--- config.mk ---
export PLATFORM = sky130hd
export DESIGN_NAME = sram_ctrl
export DESIGN_NICKNAME = d
export VERILOG_FILES = /design/src/rtl/sram_ctrl.sv
export SDC_FILE = /design/constraint.sdc
export NUM_CORES = 1
export LEC_CHECK = 0
export CAP_MARGIN = 20
export CORE_ASPECT_RATIO = 0.6
export CORE_UTILIZATION = 36
export DETAILED_ROUTE_END_ITERATION = 10
export GPL_TIMING_DRIVEN = 0
export PLACE_DENSITY = 0.82
export SKIP_CTS_REPAIR_TIMING = 1
export SYNTH_ARGS = -nofsm -noshare
export SYNTH_HDL_FRONTEND = slang
export SYNTH_SLANG_ARGS = --single-unit
--- constraint.sdc ---
create_clock -name clk -period 1.5 [get_ports clk]
set_input_delay 0.3 -clock clk [delete_from_list [all_inputs] [get_ports clk]]
set_output_delay 0.3 -clock clk [all_outputs]
set_load 0.01 [all_outputs]
--- src/rtl/sram_ctrl.sv ---
// sram_ctrl: single-access responder between the pixel_buffer client and a
// 256Kx16 asynchronous SRAM, with programmable read and write strobe widths.
// Optional feature macro: SRAM_RANGE_CHECK_EN. When defined, requests with
// address >= DEPTH are accepted, cost one busy clock, never reach the pins and
// set the sticky range_err flag. When undefined, range_err stays 0.
//
// state      | meaning
// -----------+---------------------------------------------------------------
// IDLE       | ready, strobes high, bus not driven
// RD         | ce/oe/lanes low for RD_CYCLES clocks, capture on the last edge
// WR_SETUP   | ce low and data driven, we still high (address/data setup)
// WR_PULSE   | we and lanes low for WR_CYCLES clocks
// WR_HOLD    | we high again, data still driven (data hold)
// REJECT     | out-of-range request swallowed in one clock (range check only)
module sram_ctrl #(
  parameter int RD_CYCLES = 2,
  parameter int WR_CYCLES = 2,
  parameter int DEPTH     = 262144
) (
  input  logic        clk,
  input  logic        reset,
  input  logic [17:0] address,
  input  logic [15:0] data_write,
  input  logic        read,
  input  logic        write,
  output logic        ready,
  output logic [15:0] data_read,
  output logic        rd_valid,
  output logic        range_err,
  output logic [17:0] sram_addr,
  output logic [15:0] sram_data_o,
  output logic        sram_data_oe,
  input  logic [15:0] sram_data_i,
  output logic        sram_ce_n,
  output logic        sram_oe_n,
  output logic        sram_we_n,
  output logic        sram_lb_n,
  output logic        sram_ub_n
);

  localparam int MAX_CYCLES = (RD_CYCLES > WR_CYCLES) ? RD_CYCLES : WR_CYCLES;
  localparam int CW         = $clog2(MAX_CYCLES) + 1;

  localparam logic [2:0] S_IDLE     = 3'd0;
  localparam logic [2:0] S_RD       = 3'd1;
  localparam logic [2:0] S_WR_SETUP = 3'd2;
  localparam logic [2:0] S_WR_PULSE = 3'd3;
  localparam logic [2:0] S_WR_HOLD  = 3'd4;
  localparam logic [2:0] S_REJECT   = 3'd5;

  localparam logic [31:0] DEPTH_W = 32'(DEPTH);

`ifdef SRAM_RANGE_CHECK_EN
  localparam bit RANGE_EN = 1'b1;
`else
  localparam bit RANGE_EN = 1'b0;
`endif

  logic [2:0]    state;
  logic [CW-1:0] cnt;
  logic          rej_is_rd;
  logic          reject;

  // With the check disabled RANGE_EN folds this to 0 and REJECT is unreachable.
  assign reject = RANGE_EN && (32'(address) >= DEPTH_W);

  // Sequencer: accept, count down the strobe widths, capture read data.
  always_ff @(posedge clk or negedge reset) begin
    if (!reset) begin
      state       <= S_IDLE;
      cnt         <= '0;
      rej_is_rd   <= 1'b0;
      sram_addr   <= '0;
      sram_data_o <= '0;
      data_read   <= '0;
      rd_valid    <= 1'b0;
      range_err   <= 1'b0;
    end else begin
      rd_valid <= 1'b0;
      case (state)
        S_IDLE: begin
          if (read || write) begin
            sram_addr <= address;
            rej_is_rd <= ~write;
            if (write) sram_data_o <= data_write;
            if (reject) begin
              state     <= S_REJECT;
              range_err <= 1'b1;
            end else if (write) begin
              state <= S_WR_SETUP;
            end else begin
              state <= S_RD;
              cnt   <= CW'(RD_CYCLES);
            end
          end
        end
        S_RD: begin
          if (cnt == CW'(1)) begin
            data_read <= sram_data_i;
            rd_valid  <= 1'b1;
            state     <= S_IDLE;
          end else begin
            cnt <= cnt - CW'(1);
          end
        end
        S_WR_SETUP: begin
          state <= S_WR_PULSE;
          cnt   <= CW'(WR_CYCLES);
        end
        S_WR_PULSE: begin
          if (cnt == CW'(1)) state <= S_WR_HOLD;
          else               cnt   <= cnt - CW'(1);
        end
        S_WR_HOLD: state <= S_IDLE;
        S_REJECT: begin
          state <= S_IDLE;
          if (rej_is_rd) begin
            data_read <= '0;
            rd_valid  <= 1'b1;
          end
        end
        default: state <= S_IDLE;
      endcase
    end
  end

  // Strobes decode straight from state so an async reset releases the pins at once.
  always_comb begin
    ready        = 1'b0;
    sram_ce_n    = 1'b1;
    sram_oe_n    = 1'b1;
    sram_we_n    = 1'b1;
    sram_lb_n    = 1'b1;
    sram_ub_n    = 1'b1;
    sram_data_oe = 1'b0;
    case (state)
      S_IDLE: ready = 1'b1;
      S_RD: begin
        sram_ce_n = 1'b0;
        sram_oe_n = 1'b0;
        sram_lb_n = 1'b0;
        sram_ub_n = 1'b0;
      end
      S_WR_SETUP: begin
        sram_ce_n    = 1'b0;
        sram_data_oe = 1'b1;
      end
      S_WR_PULSE: begin
        sram_ce_n    = 1'b0;
        sram_we_n    = 1'b0;
        sram_lb_n    = 1'b0;
        sram_ub_n    = 1'b0;
        sram_data_oe = 1'b1;
      end
      S_WR_HOLD: begin
        sram_ce_n    = 1'b0;
        sram_data_oe = 1'b1;
      end
      default: ;
    endcase
  end

endmodule

==> impl_metrics.tcl <==
set metrics [dict create \
    die_w_um 105 \
    arrival_ns 1.39 \
    period_needed_ns 1.69 \
    synth.ff_latch_count 57 \
    num_vias 1757 \
    hpwl_mm 3.80 \
    clock-sinks 57 \
    hold_class "input port to asynchronous set/reset pin" \
    port_buffers 111 \
    gr-total-overflow 0 \
    worstMarginPinSlew_ns 0.596 \
    cap_violations 0 \
    relSlewSlack 0.603 \
    required_ns 1.20 \
    initial_core_util 0.390 \
    top_layer_used "met4" \
    insertion_delay_ns 0.33 \
    synth_area_mm2 0.00227 \
    fp.coreArea_mm2 0.00583 \
    layout_commonest_cell "dfrtp_1" \
    nets 348 \
    std_cell_rows 21 \
    cts_root_buffer "clkbuf_8" \
    route.detailed.drc 0 \
    synth_ff_type "dfrtp_1" \
    grt_max_degree 33 \
    yosysWarningCount 0 \
    num_antenna_cells 0 \
    yosysUniqueCellTypes 28 \
    clk_transition_reported_paths_ns 0.06 \
    max_freq_ghz 0.590 \
    drive_above_1_share 0.339 \
    worstSetupStartpointType "flip-flop" \
    power_mw 8.32 \
    synth_top_cell_by_area "dfrtp_1" \
    synth_top_family_by_area "multiplexers" \
    grt_pass1_vias 1716 \
    crit_type "flip-flop to output port" \
    ant_nets 0 \
    cp_max_fo 7 \
    grt_pass1_wl_mm 8.41 \
    dieArea_mm2 0.00665 \
    finalInstanceArea_mm2 0.00423 \
    die_h_um 63.6 \
    viasPerCell 4.65 \
    slew_viol_final 0 \
    synth_edf_count 0 \
    wl_met2_mm 2.91 \
    r2r_slack_ns -0.15 \
    setup_ws_ns -0.194 \
    syn_to_final_growth_pct 86.0 \
    grt_usage 0.167 \
    synth-simple-area-share 0.0583 \
    synth_area_per_cell_um2 15.5 \
    grt_setup_unrepaired "true" \
    synthesis.nets 202 \
    wl_per_cell_um 16.6 \
    drt_pass1_iterations 4 \
    cts_tree "built" \
    drt_iter0_drc 41 \
    whs_ns -0.0295 \
    globalplace.congestion 0.707 \
    setup_viol 39 \
    synth_compound_area_frac 0.0798 \
    synthCells 147 \
    synthArstFlopShare 1.00 \
    cts_max_path_buffers 2 \
    clock_skew_ns 0.00472 \
    power_per_cell_area_mw_per_mm2 1970 \
    yosys-top-cells-area "dfrtp_1 (63%), mux2_2 (13%), a22o_1 (6.2%)" \
    io_pins 113 \
    fin_crit_sh 1.13 \
    antenna_found_initial 0 \
    numCtsBuffers 9 \
    yosysTopAreaCellShare 0.627 \
    hold_viol_final 25 \
    htreeDepth 3 \
    peakVddDrop_mv 0.900 \
    wl_met1_mm 2.86 \
    placed_cell_area_mm2 0.00351 \
    end_kind "output port" \
    synth_adder_area_share 0.00550 \
    power_leakage_nw 2.42 \
    ys_seq_area_frac 0.627 \
    synthXorXnorAreaFrac 0.00385 \
    routed_wl_mm 6.28 \
    status "finished, violations left" \
    mostFrequentLayoutCells "dfrtp_1 (56), clkdlybuf4s50_1 (52), dlymetal6s2s_1 (52), mux2_4 (35), buf_6 (17)" \
    violations "negative hold slack, negative setup slack" \
    met3_length_um 484 \
    synthMuxAreaShare 0.180 \
]
-- metal layers --
metal  track usage  up-vias
li1              -      821
met1         0.228      855
met2         0.243       77
met3        0.0611        4
met4        0.0581        0
met5             0        -
-- cells in the mapped netlist, types with 2 or more instances --
cell type  instances
a21oi_1            2
buf_6              4
a22o_1            16
buf_4              5
nor2_1             4
inv_1              3
nand2b_1           2
mux2_1             9
dfrtp_1           57
mux2_2            26
nand2_1            2
-- through the flow --
step | setup WS, ns | TNS [ns] | hold slack (ns) | instances | utilization
2_1_floorplan | -0.0985 | -1.81 | 0.00441 | 147 | -
3_3_place_gp | -1.60 | -105.43 | 0.468 | 338 | 0.599
3_5_place_dp | -0.568 | -15.29 | 0.342 | 339 | 0.602
4_1_cts | -0.645 | -13.82 | -0.0171 | 355 | 0.632
5_1_grt | -0.242 | -6.98 | 0.00163 | 378 | 0.725
6_report | -0.194 | -4.41 | -0.0295 | 378 | 0.725
-- critical path, stage by stage, from the launching register on --
cell     delay [ns]
dfrtp_2        0.41
buf_6          0.14
buf_4          0.13
mux2_2         0.27
buf_6          0.12
-- power by group --
group          total, mW  internal [mW]  switching, mW  leakage [nW]
Clock               1.27          0.682          0.588        0.0932
Sequential          2.68           2.28          0.397         0.692
Combinational       4.37           2.77           1.61          1.64
Total               8.32           5.73           2.59          2.42
-- kinds of logic (layout without fill, tap and decap cells) --
family,after synthesis,in the layout
xor+xnor,1,1
buf+inv,13,164
flops,57,57
other cells,1,1
fa+ha+maj,1,1
compound gates,22,22
mux,36,36
simple gates,16,16
-- area by class of cell --
type,instances,area (µm²)
Clock inverter,3,15.0
Timing Repair Buffer,135,1480
Buffer,10,120
Inverter,3,11.3
Multi-Input combinational cell,77,912
Sequential cell,57,1430
Tap cell,80,100
Clock buffer,13,159
Fill cell,411,1610
-- state kept, by name (all words and copies together), names as in the netlist --
name,count
sram_addr,18
data_read,16
sram_data_o,16
state,3
cnt,2
rd_valid,1
rej_is_rd,1
-- worst paths after layout --
kind,start,endpoint,cells past startpoint
max,state[2],sram_data_oe,4
min,reset,sram_data_o[1],1
max reg2reg,state[0],sram_addr[16],6
min reg2reg,sram_addr[7],sram_addr[7],1
max in group asynchronous,reset,state[2],2
min in group clk,sram_addr[7],sram_addr[7],1
Power figures use the tool's default switching activity.
